<file path="src/rtl/gate_stimulus_sequencer_if.sv">
// Signal bundle between the push-button stimulus sequencer and its environment.
// The master drives the raw controls; the slave (sequencer) drives the vector and strobes.
interface gate_stimulus_sequencer_if;
  logic       iBtnStep;
  logic       iClear;
  logic       iAuto;
  logic       oA;
  logic       oB;
  logic       oC;
  logic [2:0] oIndex;
  logic       oStep;
  logic       oWrap;

  modport master (
    output iBtnStep, iClear, iAuto,
    input  oA, oB, oC, oIndex, oStep, oWrap
  );

  modport slave (
    input  iBtnStep, iClear, iAuto,
    output oA, oB, oC, oIndex, oStep, oWrap
  );
endinterface

</file>
<file path="src/rtl/gate_stimulus_sequencer.sv">
// Debounced push-button stepper that walks a 3-bit vector 000..111 for the gate bank.
// Optional auto-run timer is compiled in when AUTO_RUN_EN is defined.
module gate_stimulus_sequencer #(
  parameter int DEBOUNCE_CYCLES = 4,
  parameter int AUTO_PERIOD     = 8
) (
  input logic                       iClk,
  input logic                       iRst_n,
  gate_stimulus_sequencer_if.slave  bus
);

  localparam int CNT_W = $clog2(DEBOUNCE_CYCLES);
  localparam logic [CNT_W-1:0] CNT_LAST = CNT_W'(DEBOUNCE_CYCLES - 1);

  typedef enum logic [1:0] {
    IDLE,
    PRESS_WAIT,
    PRESSED,
    RELEASE_WAIT
  } debounceState_t;

  logic [1:0]     btnSyncQ;
  logic [1:0]     clrSyncQ;
  logic           btnS;
  logic           clrS;
  debounceState_t state;
  debounceState_t stateNext;
  logic [CNT_W-1:0] cnt;
  logic [CNT_W-1:0] cntNext;
  logic           accept;
  logic           stepReq;
  logic [2:0]     index;
  logic           stepQ;
  logic           wrapQ;

  // NOTE: registers use non-blocking assignments so every flop samples pre-edge values.
  always_ff @(posedge iClk or negedge iRst_n) begin
    if (!iRst_n) begin
      btnSyncQ <= '0;
      clrSyncQ <= '0;
    end else begin
      btnSyncQ <= {btnSyncQ[0], bus.iBtnStep};
      clrSyncQ <= {clrSyncQ[0], bus.iClear};
    end
  end

  assign btnS = btnSyncQ[1];
  assign clrS = clrSyncQ[1];

  always_ff @(posedge iClk or negedge iRst_n) begin
    if (!iRst_n) begin
      state <= IDLE;
      cnt   <= '0;
    end else begin
      state <= stateNext;
      cnt   <= cntNext;
    end
  end

  // NOTE: defaults first so no path through always_comb leaves a signal unassigned (no latch).
  always_comb begin
    stateNext = state;
    cntNext   = cnt;
    accept    = 1'b0;
    unique case (state)
      IDLE: begin
        if (btnS) begin
          stateNext = PRESS_WAIT;
          cntNext   = '0;
        end
      end
      PRESS_WAIT: begin
        if (!btnS) begin
          stateNext = IDLE;
        end else if (cnt == CNT_LAST) begin
          stateNext = PRESSED;
          accept    = 1'b1;
        end else begin
          cntNext = cnt + 1'b1;
        end
      end
      PRESSED: begin
        if (!btnS) begin
          stateNext = RELEASE_WAIT;
          cntNext   = '0;
        end
      end
      RELEASE_WAIT: begin
        if (btnS) begin
          stateNext = PRESSED;
        end else if (cnt == CNT_LAST) begin
          stateNext = IDLE;
        end else begin
          cntNext = cnt + 1'b1;
        end
      end
      default: stateNext = IDLE;
    endcase
  end

`ifdef AUTO_RUN_EN
  localparam int TMR_W = $clog2(AUTO_PERIOD);
  localparam logic [TMR_W-1:0] TMR_LAST = TMR_W'(AUTO_PERIOD - 1);

  logic [1:0]       autoSyncQ;
  logic             autoS;
  logic [TMR_W-1:0] timer;

  always_ff @(posedge iClk or negedge iRst_n) begin
    if (!iRst_n) begin
      autoSyncQ <= '0;
      timer     <= '0;
    end else begin
      autoSyncQ <= {autoSyncQ[0], bus.iAuto};
      if (!autoS || clrS || timer == TMR_LAST) begin
        timer <= '0;
      end else begin
        timer <= timer + 1'b1;
      end
    end
  end

  assign autoS = autoSyncQ[1];

  // Auto mode owns the stepping; debounced presses are dropped while it runs.
  assign stepReq = autoS ? (timer == TMR_LAST) : accept;
`else
  assign stepReq = accept;
`endif

  always_ff @(posedge iClk or negedge iRst_n) begin
    if (!iRst_n) begin
      index <= '0;
      stepQ <= 1'b0;
      wrapQ <= 1'b0;
    end else if (clrS) begin
      index <= '0;
      stepQ <= 1'b0;
      wrapQ <= 1'b0;
    end else if (stepReq) begin
      index <= index + 3'd1;
      stepQ <= 1'b1;
      wrapQ <= (index == 3'd7);
    end else begin
      stepQ <= 1'b0;
      wrapQ <= 1'b0;
    end
  end

  assign bus.oA     = index[2];
  assign bus.oB     = index[1];
  assign bus.oC     = index[0];
  assign bus.oIndex = index;
  assign bus.oStep  = stepQ;
  assign bus.oWrap  = wrapQ;

endmodule

</file>
<file path="src/flat_wrapper.sv">
// flat-port wrapper written by rule: the top's interface ports become plain ports
module gate_stimulus_sequencer_flat 
#(
  parameter int DEBOUNCE_CYCLES = 4,
  parameter int AUTO_PERIOD     = 8
)
  (iClk, iRst_n, bus_iBtnStep, bus_iClear, bus_iAuto, bus_oA, bus_oB, bus_oC, bus_oIndex, bus_oStep, bus_oWrap);
  gate_stimulus_sequencer_if bus_i ();
  input logic iClk;
  input logic iRst_n;
  input wire logic [$bits(bus_i.iBtnStep)-1:0] bus_iBtnStep;
  input wire logic [$bits(bus_i.iClear)-1:0] bus_iClear;
  input wire logic [$bits(bus_i.iAuto)-1:0] bus_iAuto;
  output wire logic [$bits(bus_i.oA)-1:0] bus_oA;
  output wire logic [$bits(bus_i.oB)-1:0] bus_oB;
  output wire logic [$bits(bus_i.oC)-1:0] bus_oC;
  output wire logic [$bits(bus_i.oIndex)-1:0] bus_oIndex;
  output wire logic [$bits(bus_i.oStep)-1:0] bus_oStep;
  output wire logic [$bits(bus_i.oWrap)-1:0] bus_oWrap;
  assign bus_i.iBtnStep = bus_iBtnStep;
  assign bus_i.iClear = bus_iClear;
  assign bus_i.iAuto = bus_iAuto;
  assign bus_oA = bus_i.oA;
  assign bus_oB = bus_i.oB;
  assign bus_oC = bus_i.oC;
  assign bus_oIndex = bus_i.oIndex;
  assign bus_oStep = bus_i.oStep;
  assign bus_oWrap = bus_i.oWrap;
  gate_stimulus_sequencer #(.DEBOUNCE_CYCLES(DEBOUNCE_CYCLES), .AUTO_PERIOD(AUTO_PERIOD)) u_core (.iClk(iClk), .iRst_n(iRst_n), .bus(bus_i));
endmodule
</file>
<file path="config.mk">
export PLATFORM = sky130hd
export DESIGN_NAME = gate_stimulus_sequencer_flat
export DESIGN_NICKNAME = d
export VERILOG_FILES = /design/src/rtl/gate_stimulus_sequencer_if.sv /design/src/rtl/gate_stimulus_sequencer.sv /design/src/flat_wrapper.sv
export SDC_FILE = /design/constraint.sdc
export NUM_CORES = 1
export LEC_CHECK = 0
export ABC_AREA = 1
export CORE_AREA = 5 5 42 44
export DETAILED_ROUTE_END_ITERATION = 7
export DIE_AREA = 0 0 47 49
export PLACE_DENSITY_LB_ADDON = 0.3
export SLEW_MARGIN = 25
export SYNTH_ARGS = -nofsm -noshare
export SYNTH_HDL_FRONTEND = slang
export SYNTH_SLANG_ARGS = --single-unit
</file>
<file path="constraint.sdc">
create_clock -name iClk -period 1.8 [get_ports iClk]
set_input_delay 0.18 -clock iClk [delete_from_list [all_inputs] [get_ports iClk]]
set_output_delay 0.18 -clock iClk [all_outputs]
set_load 0.01 [all_outputs]
</file>
==> flow_results.org, run 1 <==
** STA
- In the final timing run, aggregate negative setup slack is 0 ps.
- Min Hold Slack :: 265 ps
- Count of endpoints failing setup in the final report :: 0
- Post-route fraction of the period consumed by the critical path :: 0.790
- The worst path meets setup with 379 ps of slack.
- Minimum period implied by the final worst setup slack :: 1420 ps
- Worst clock skew on the final layout :: 4.17 ps
- Transition at the pin with the smallest max-transition slack :: 557 ps
- For this run, the top clock speed supported by timing is 704 MHz.
- Headroom to the max-slew limit came out at 0.627.
- Setup repair after global routing left no endpoint under its margin.
- Final Hold Viols :: 0
- Number of max-slew violations in the final report :: 0

** Yosys
- The number of nets handed over by synthesis was 65.
- Area fraction of the dominant cell type after synthesis :: 0.587
- Synthesized cell area :: 554 µm²
- Cells after synthesis :: 57
- Averaged over all synthesized cells, the footprint is 9.72 µm².
- The synthesized netlist contains 10 unique library cells.
- For this run, the number of Yosys warnings is 0.
- The synthesized design contains 13 register bits.
- Of the synthesized area, sequential elements account for 0.587.
- Cell types occupying the most area after synthesis :: dfrtp_1, nand2_1, nand3_1
- Most area-hungry cell type in the Yosys netlist :: dfrtp_1

** Placed design
- Number of port buffers :: 11
- The congestion estimate from routability-driven global placement came to 0.639.
- Prior to clock tree synthesis, the placed netlist has a worst setup slack of 641 ps.
- After legalization and detailed placement, the total HPWL measured 661 µm.

** Global routing
- The initial antenna violation count came to 0.
- The via count of the first global-routing pass was 397.
- First-pass GRT wire length :: 1620 µm
- Across every metal layer, demand over resource in global routing totals 0.101.
- Pin count of the biggest net entering global routing :: 14
- Global routing finished with a remaining overflow of 0.

** Layout
- Number of diodes added for antenna fixing :: 0
- The multi-input combinational cells in the finished layout cover a total of 176 µm².
- In the final layout, flip-flops and latches occupy 325 µm².
- For this run, the post-layout net count is 78.
- Relative to the synthesized area, the layout overhead comes to 24.2%.
- The layout has 150 filler cells.
- Commonest cells after routing, fill and taps aside :: nand2_1, dfrtp_1, clkdlybuf4s50_1
- Final cell utilization of the core :: 0.491
- Share of cells above drive strength 1 :: 0.101

** Worst setup path
- Logic depth of the worst setup path including buffers :: 1
- By startpoint and endpoint, the worst setup path is classified as reg2out.
- At the worst endpoint, the arrival time is 1240 ps.
- The critical path goes through clkdlybuf4s50_1.
- Highest cell delay on the worst timing path :: 570 ps
- Startpoint of the lowest-slack register-to-register path :: u_core.cnt[0]
- Highest net fanout along the worst path :: 5
- Counting both buffers and inverters, the worst setup path holds a total of 1.
- The number of cells on the worst reg-to-reg path is 6.
- The worst register-to-register path ends at u_core.bus.oIndex[0].
- CP Launch Type :: flop
- On the critical path, the stage with the largest delay is an instance of clkdlybuf4s50_1.
- Data on the critical path is required at its endpoint by 1620 ps.
- Setup slack on the worst reg-to-reg path comes out at 640 ps.
- The cell family contributing the most delay on the critical path is buffers and inverters.
- Critical path endpoint category :: primary output

** Power
- Of the total power, the share spent switching nets is 0.298.
- Proportion of power drawn by flip-flops and latches :: 0.547
- For this design the static power due to leakage is 0.367 nW.
- Power density over the cells :: 986 nW/µm²
- Part of the power in the clock network :: 0.257
- IR analysis of the VDD net gives a maximum drop of 0.490 mV.
- In this run the power spent charging and discharging nets is 0.202 mW.
- Of the total power, combinational logic draws 0.196.
- Int Power :: 0.476 mW

** Min path
- Class of the tightest hold or removal check :: in2async

** Drt
- The first detailed-routing pass ran for 4 iterations.
- Using the TritonRoute via totals, the vias-per-cell ratio works out to 4.58.
- In the routed design, unresolved DRC markers number 0.
- In this run the remaining antenna-violating nets after routing total 0.
- DR WL/cell :: 10.1 µm
- The routed design has 856 µm of wire.
- Number of DRC markers in iteration 0 :: 8
- Vias :: 389

** CTS
- Later-pin clock latency in the skew report :: 270 ps
- In this run the clock root is driven by a clkbuf_4.
- The tree built by TritonCTS fans out to 13 sinks.
- CTS max path bufs :: 2
- Post-CTS Setup Repair Bufs :: 0
- The number of hold buffers added after CTS was 0.
- CTS H-tree lvls :: 1
- CTS clk-pin slew, worst paths :: 80 ps
- Number of resized instances in the post-cts repair step :: 0
- The number of clock buffers added by TritonCTS is 3.
- TritonCTS built the clock tree.

** Floorplanning
- The die covers 2300 µm².
- Overall die height :: 49 µm
- The die is 47 µm wide.
- For this design the top-level I/O count stands at 13.
- Initial standard-cell utilization of the core :: 0.396
- Placeable core region :: 1400 µm²
- The floorplan has 14 rows.

** Flow run
- The tool flagged a number of max-cap violations equal to 0.

** Outcome
- Status :: finished clean
[per-layer routing]
layer | wire length (µm) | GRT usage | part of all wire | vias up
li1 | - | - | - | 197
met1 | 345 | 0.113 | 0.40 | 181
met2 | 438 | 0.149 | 0.51 | 7
met3 | 43 | 0.0443 | 0.050 | 4
met4 | 27 | 0.0691 | 0.032 | 0
met5 | 0 | 0 | 0 | -
[power groups by stage]
stage / Sequential [mW] / Combinational [mW] / Clock, mW
global route: 0.378 / 0.161 / 0.205
global placement: 0.373 / 0.131 / 0
CTS: 0.370 / 0.137 / 0.186
detailed placement: 0.376 / 0.136 / 0
finish: 0.371 / 0.133 / 0.174
floorplan: 0.369 / 0.105 / 0
[flip-flops by register name, summed over array words and instances (netlist names), named ones only]
signal	flops
u_core.bus.oIndex	3
u_core.btnSyncQ	2
u_core.clrSyncQ	2
u_core.cnt	2
u_core.bus.oStep	1
u_core.bus.oWrap	1
u_core.state	1
[how the worst max path moves through the flow]
stage                         startpoint                   end
floorplan           u_core.bus.oIndex[0]  u_core.bus.oIndex[2]
global placement           u_core.cnt[0]  u_core.bus.oIndex[1]
detailed placement         u_core.cnt[0]  u_core.bus.oIndex[1]
CTS                 u_core.bus.oIndex[0]         bus_oIndex[0]
global route        u_core.bus.oIndex[0]         bus_oIndex[0]
finish              u_core.bus.oIndex[0]         bus_oIndex[0]
[cell type report]
class                      count  share of cell area
sequential                    13               0.473
tap                           16              0.0291
clock buffer                   4              0.0382
inverter                       8              0.0436
multi-input combinational     33               0.256
timing repair buffer          11               0.160
[through the flow]
step / instances / cell area, µm² / power [mW]
floorplan: 57 / 554 / 0.474
CTS: 85 / 688 / 0.694
detailed placement: 81 / 662 / 0.512
finish: 85 / 688 / 0.678
global placement: 81 / 662 / 0.505
global route: 85 / 688 / 0.744
[kinds of logic (layout without fill, tap and decap cells)]
kind of cell	count (synthesis)	in the layout	synth area share
simple gates	29	29	0.242
flops	13	13	0.587
compound gates	1	1	0.00902
buf+inv	11	23	0.0948
fa+ha+maj	3	3	0.0677
[cell usage after synthesis (all sizes together)]
cell type   n
ha          3
buf         3
nor2        5
nand2      16
o21ai       1
nand3       8
inv         8
dfrtp      13
(Power assumes the default switching activity.)
==> run 2, diff against run 1 <==
--- a/config.mk
+++ b/config.mk
@@ -6,9 +6,9 @@
 export NUM_CORES = 1
 export LEC_CHECK = 0
 export ABC_AREA = 1
-export CORE_AREA = 5 5 42 44
+export CORE_MARGIN = 5
+export CORE_UTILIZATION = 41
 export DETAILED_ROUTE_END_ITERATION = 7
-export DIE_AREA = 0 0 47 49
 export PLACE_DENSITY_LB_ADDON = 0.3
 export SLEW_MARGIN = 25
 export SYNTH_ARGS = -nofsm -noshare
==> constraint.sdc (replaced) <==
create_clock -name iClk -period 1.1 [get_ports iClk]
set_input_delay 0.11 -clock iClk [delete_from_list [all_inputs] [get_ports iClk]]
set_output_delay 0.11 -clock iClk [all_outputs]
set_load 0.01 [all_outputs]
==> run 2 against run 1 <==
Cell count grew 4.7%. Total power grew 70%. Utilization up 9.1 points. Worst hold slack lost 120 ps. Critical path type is now reg2reg. Global-route usage increased by 0.36 points. Clock power rose by 62%. Combinational power rose by 100%. Wire length increased by 18%. Die area decreased by 5.0%. Sequential power grew 64%. The run now ends with negative setup slack left. Via count is 4.4% higher.
==> flow_results.org, run 2 (same netlist as run 1, synthesis figures left out) <==
** Outcome
- Status :: finished, violations left
- The checks that failed: negative setup slack.

** Power
- The analysis attributes to cell leakage a power of 0.422 nW.
- Switching pwr :: 0.346 mW
- Of the total power, combinational logic draws 0.230.
- Part of the power in the clock network :: 0.244
- Proportion of power drawn by flip-flops and latches :: 0.526
- Of the total power, the share spent switching nets is 0.300.
- IR analysis of the VDD net gives a maximum drop of 0.779 mV.
- Int Power :: 0.808 mW
- Power density over the cells :: 1540 nW/µm²

** Drt
- First-pass detailed-route iteration total :: 3
- Number of DRC markers in iteration 0 :: 9
- Vias :: 406
- DR WL/cell :: 11.3 µm
- Post-route antenna net violation count :: 0
- DRC violations left :: 0
- Wire length after detailed routing :: 1010 µm
- Post-DR vias/cell :: 4.56

** Layout
- In the final design database the tool counted 83 nets.
- The register with the most flip-flops in the layout has 3 of them.
- Commonest cells after routing, fill and taps aside :: nand2_1, dfrtp_1, inv_1
- Counting the fill cells in the layout gives 118.
- Once layout is complete, the utilization of the core stands at 0.582.
- Number of diodes added for antenna fixing :: 0
- In the final layout, the share of cells above drive strength 1 is 0.284.
- Compared with the post-synthesis result, the final layout area differs by 35.0%.
- Post-route cell area :: 748 µm²

** CTS
- CTS H-tree lvls :: 1
- Buffers inserted during clock tree synthesis total 3.
- At the later pin of the worst-skew pair, clock insertion delay measures 260 ps.
- The clock passes through at most 2 buffers.
- After clock tree synthesis, the clock-pin slew on the worst setup and hold paths is 80 ps.
- Root buffer cell :: clkbuf_4
- TritonCTS built the clock tree.
- Total of hold buffers inserted after clock tree synthesis :: 0
- Clock sinks :: 13

** Worst setup path
- Startpoint-to-endpoint class of the critical path :: reg2reg
- Critical path's slowest cell :: dfrtp_1
- For this run, the slowest stage of the critical path takes 400 ps.
- Critical path endpoint category :: flop
- STA puts the critical path data required time at 1310 ps.
- The signal on the critical path passes through buf_6 > ha_4 > ha_4 > nand3_2 > nand2_1.
- For the worst setup path, the data arrival time is 1330 ps.
- CP Launch Type :: flop
- In this run the worst path has a maximum fanout of 3.
- The worst register-to-register path has a depth of 5.
- Most Frequent Cell on Critical Path :: ha_4

** Global routing
- First-pass GRT wire length :: 1520 µm
- Antenna violations before repair :: 0
- Leftover overflow at the end of global routing :: 0
- Pin count of the biggest net entering global routing :: 14
- GRT Total Usage :: 0.105
- Number of global-route vias before repair :: 361

** Floorplanning
- The total area inside the core boundary comes to 1280 µm².
- Initial standard-cell utilization of the core :: 0.431
- IO Count :: 13
- In this run the horizontal extent of the chip is 46.8 µm.
- Measured along the y axis, the die boundary spans 46.8 µm.
- DIE AREA :: 2190 µm²
- Cell row count :: 13

** Placed design
- HPWL after detailed placement :: 688 µm
- Setup slack after placement :: -39.5 ps
- At the end of routability-driven placement, the weighted congestion stood at 0.690.
- Number of port buffers :: 11
- In this run the cell area measured after placement is 686 µm².

** STA
- Setup repair after global routing could not meet its margin everywhere.
- For the pin with the worst max-slew slack, the measured transition is 195 ps.
- Number of max-slew violations in the final report :: 0
- Worst clock skew on the final layout :: 1.58 ps
- Setup violations remaining at the end of the flow were counted as 1.
- Max transition margin :: 0.870
- After layout, the minimum clock period comes to 1120 ps.
- Final Worst Setup Slack :: -20.1 ps
- Min Hold Slack :: 148 ps
- The total count of hold-check failures in the final report is 0.
- Dividing the final minimum period by the clock period gives 1.02.
- Based on the critical path, the design can be clocked at up to 893 MHz.

** Min path
- The tightest min-delay check is of the in2async type.

** Flow run
- Max-cap violations in this run came to 0.
## run 2: timing repair
action	4_1_cts	5_1_grt
pin swaps	2	1
buffers inserted	2	0
setup endpoints to repair	11	10
resized for setup	19	4
cloned	0	0
## run 2: path summary, 6_finish.rpt
kind,from,endpoint,slack (ps)
max reg2reg,u_core.bus.oIndex[0],u_core.bus.oIndex[2],-20
min in group iClk,bus_iBtnStep,u_core.btnSyncQ[0],280
max in group asynchronous,iRst_n,u_core.bus.oIndex[1],780
min,iRst_n,u_core.bus.oStep,150
max,u_core.bus.oIndex[0],u_core.bus.oIndex[2],-20
min reg2reg,u_core.btnSyncQ[0],u_core.btnSyncQ[1],350
## run 2: power by group through the flow
| stage | clock network, mW | registers [mW] | logic (mW) |
|---|---|---|---|
| floorplan | 0 | 0.604 | 0.172 |
| global placement | 0 | 0.609 | 0.246 |
| detailed placement | 0 | 0.613 | 0.255 |
| CTS | 0.298 | 0.603 | 0.264 |
| global route | 0.324 | 0.620 | 0.310 |
| finish | 0.282 | 0.607 | 0.266 |
## run 2: area by class of cell
| class | count | area (µm²) | share of cell area |
|---|---|---|---|
| Sequential cell | 13 | 327 | 0.436 |
| Multi-Input combinational cell | 33 | 216 | 0.289 |
| Timing Repair Buffer | 16 | 130 | 0.174 |
| Inverter | 8 | 30.0 | 0.0401 |
| Clock buffer | 4 | 26.3 | 0.0351 |
| Tap cell | 15 | 18.8 | 0.0251 |
## run 2: metal layers
layer  vias up  track usage  wire length (µm)  part of all wire
li1        209            -                 -                 -
met1       187        0.116               408              0.41
met2         8        0.182               540              0.54
met3         2       0.0345                48             0.048
met4         0       0.0497                 9            0.0089
met5         -            0                 0                 0
## run 2: worst max-delay path, delay by kind of cell (launching register included)
| kind | cells | cell delay [ps] |
|---|---|---|
| adders and majority gates | 2 | 420 |
| and+or+nand+nor | 2 | 110 |
| buffers and inverters | 1 | 130 |
| DFF | 1 | 400 |
## run 2: stage by stage
step / cells / power [mW] / TNS, ps
6_report: 89 / 1.15 / -20.1
3_3_place_gp: 83 / 0.855 / -21.6
4_1_cts: 89 / 1.16 / -26.5
2_1_floorplan: 57 / 0.775 / 0
5_1_grt: 89 / 1.25 / -65.7
3_5_place_dp: 83 / 0.867 / -77.1
==> run 3, diff against run 2 <==
--- a/config.mk
+++ b/config.mk
@@ -6,9 +6,10 @@
 export NUM_CORES = 1
 export LEC_CHECK = 0
 export ABC_AREA = 1
-export CORE_MARGIN = 5
-export CORE_UTILIZATION = 41
+export CORE_AREA = 5 5 42 44
 export DETAILED_ROUTE_END_ITERATION = 7
+export DIE_AREA = 0 0 47 49
+export DONT_BUFFER_PORTS = 1
 export PLACE_DENSITY_LB_ADDON = 0.3
 export SLEW_MARGIN = 25
 export SYNTH_ARGS = -nofsm -noshare
==> run 3 against run 2 <==
The run now ends clean. Highest routed layer unchanged. Utilization is 10 points lower. Worst hold slack gained 110 ps. Register-to-register slack better by 80 ps. Via count down 5.9%. Final area shrank 10%.
==> flow_results.org, run 3 (same netlist as run 1, synthesis figures left out) <==
** Floorplanning
- The initial utilization of the core area, before any placement, comes to 0.396.
- IO Count :: 13
- DIE AREA :: 2300 µm²
- In this run the horizontal extent of the chip is 47 µm.
- Placeable core region :: 1400 µm²
- Cell row count :: 14
- The die is 49 µm tall.

** Worst setup path
- Startpoint-to-endpoint class of the critical path :: reg2reg
- CP Data Arrival Time :: 1210 ps
- Highest net fanout along the worst path :: 2
- Critical path endpoint category :: flop
- For the worst setup path, the data required time is 1270 ps.
- The worst setup path is launched from a flop.

** Power
- Switching pwr :: 0.352 mW
- Leakage power summed over all cells :: 0.373 nW
- Int Power :: 0.805 mW
- Part of the power in the clock network :: 0.245
- Across the VDD grid, the largest voltage drop is 0.841 mV.
- Part of the total power dissipated in combinational logic :: 0.229
- Proportion of power drawn by flip-flops and latches :: 0.525
- Power density over the cells :: 1730 nW/µm²
- Of the total power, the share spent switching nets is 0.304.

** Layout
- Flip-flop count of the largest register after layout :: 3
- Area growth syn-to-layout :: 21.0%
- For this run, the post-layout net count is 76.
- Final cell utilization of the core :: 0.479
- In the final layout, the multi-input gates occupy 194 µm².
- Once layout is done, the placed cells without fillers occupy 671 µm².
- 0 antenna diodes ended up in the layout.
- Share of cells above drive strength 1 :: 0.269
- The sequential cells in the finished layout cover a total of 325 µm².
- Most frequent standard cell in the layout excluding fill and tap cells :: dfrtp_1
- Fill cells in the final layout number 125.
- Leaving out fill and tap cells, the most frequent cells in the layout are dfrtp_1, nand2_1, inv_1, nand3_1, buf_4.

** Placed design
- The HPWL after detailed placement is 635 µm.
- The congestion estimate from routability-driven global placement came to 0.726.
- Number of port buffers :: 0
- The placed instances occupy a cell area of 592 µm².
- OpenSTA, run right after detailed placement, puts the worst setup slack at -23.8 ps.

** Flow run
- The tool flagged a number of max-cap violations equal to 0.

** CTS
- The clock passes through at most 2 buffers.
- TritonCTS clock tree :: done
- After clock tree synthesis, the clock-pin slew on the worst setup and hold paths is 80 ps.
- In this run the number of H-tree levels came out at 1.
- Later-pin clock latency in the skew report :: 270 ps
- Clock sinks :: 13
- Root buffer cell :: clkbuf_4
- Clock buffers created by TritonCTS :: 3

** STA
- Minimum period implied by the final worst setup slack :: 1040 ps
- Final Hold Viols :: 0
- Measured against its own limit, the worst slew margin works out to 0.622.
- Across all hold checks on the routed design, the worst slack comes to 260 ps.
- After layout, the worst setup slack is 63.8 ps.
- Unrepaired setup endpoints after global routing :: false
- Dividing the final minimum period by the clock period gives 0.942.
- Transition at the pin with the smallest max-transition slack :: 565 ps
- Count of endpoints failing setup in the final report :: 0
- Fmax :: 965 MHz
- Worst clock skew on the final layout :: 10.4 ps
- Number of max-slew violations in the final report :: 0

** Drt
- Wire length after detailed routing :: 876 µm
- After detailed routing, the number of vias per cell comes to 4.60.
- The first TritonRoute pass finished after 3 iterations.
- Post-route antenna net violation count :: 0
- For this run, design rule violations remaining after detail routing come to 0.
- Vias :: 382
- In the final routed layout, each cell accounts on average for 10.6 µm.
- Number of DRC markers in iteration 0 :: 2

** Global routing
- Pin count of the biggest net entering global routing :: 14
- The initial antenna violation count came to 0.
- GRT Total Usage :: 0.0935
- The via count of the first global-routing pass came to 368.
- Leftover overflow at the end of global routing :: 0
- The first global-routing pass estimated 1520 µm of wire.

** Min path
- In this run the worst hold path is classified as in2async.

** Outcome
- The run finished with clean final reports.
==> run 3: cell types whose count changed in the layout (fill, tap and decap cells not counted), sizes merged <==
cell / previous run / this run
clkdlybuf4s50: 3 / 0
dlygate4sd3: 0 / 3
dlygate4sd2: 5 / 0
clkbuf: 6 / 4
==> run 3: worst paths after layout <==
check | from | to | slack (ps) | cells after the start
setup / recovery | u_core.bus.oIndex[1] | u_core.bus.oIndex[2] | 60 | 4
hold / removal | iRst_n | u_core.bus.oIndex[2] | 260 | 1
setup reg to reg | u_core.bus.oIndex[1] | u_core.bus.oIndex[2] | 60 | 4
hold reg to reg | u_core.btnSyncQ[0] | u_core.btnSyncQ[1] | 350 | 0
max in group asynchronous | iRst_n | u_core.clrSyncQ[1] | 460 | 1
min in group iClk | u_core.btnSyncQ[0] | u_core.btnSyncQ[1] | 350 | 0
==> run 3: metrics by stage <==
stage          std cells  power [mW]  setup TNS, ps
2_1_floorplan         57       0.775              0
3_3_place_gp          75       0.832         -0.492
3_5_place_dp          75       0.846          -46.4
4_1_cts               83        1.17              0
5_1_grt               83        1.25              0
6_report              83        1.16              0
==> run 3: final cells by class <==
| cell class | count | share of cell area |
|---|---|---|
| flip-flops and latches | 13 | 0.485 |
| multi-input cells | 33 | 0.289 |
| repair buffers | 9 | 0.112 |
| inverters | 8 | 0.0448 |
| clock buffers | 4 | 0.0392 |
| well taps | 16 | 0.0299 |
==> run 3: what timing repair did <==
action | CTS | global route
pin swaps | 2 | 2
gates cloned | 0 | 0
setup buffers | 1 | 0
resized for setup | 2 | 4
hold endpoints to repair | 15 | 0
hold buffers | 3 | 0
endpoints found under the setup margin | 3 | 6
==> run 3: power by group through the flow <==
stage,clock network [mW],registers (mW),logic [mW]
after CTS,0.300,0.602,0.263
after floorplan,0,0.604,0.172
after global routing,0.317,0.620,0.315
after global placement,0,0.609,0.223
final,0.284,0.608,0.266
after detailed placement,0,0.611,0.235
==> run 3: worst max-delay path: stages, from the launching register on <==
cell     delay (ps)
dfrtp_1         380
ha_2            180
ha_1            260
nand3_1          70
nand2_1          50
==> run 3: per-layer routing <==
metal | part of all wire | track usage
met2 | 0.49 | 0.138
met1 | 0.43 | 0.106
met3 | 0.065 | 0.0554
met4 | 0.014 | 0.0415
met5 | 0 | 0
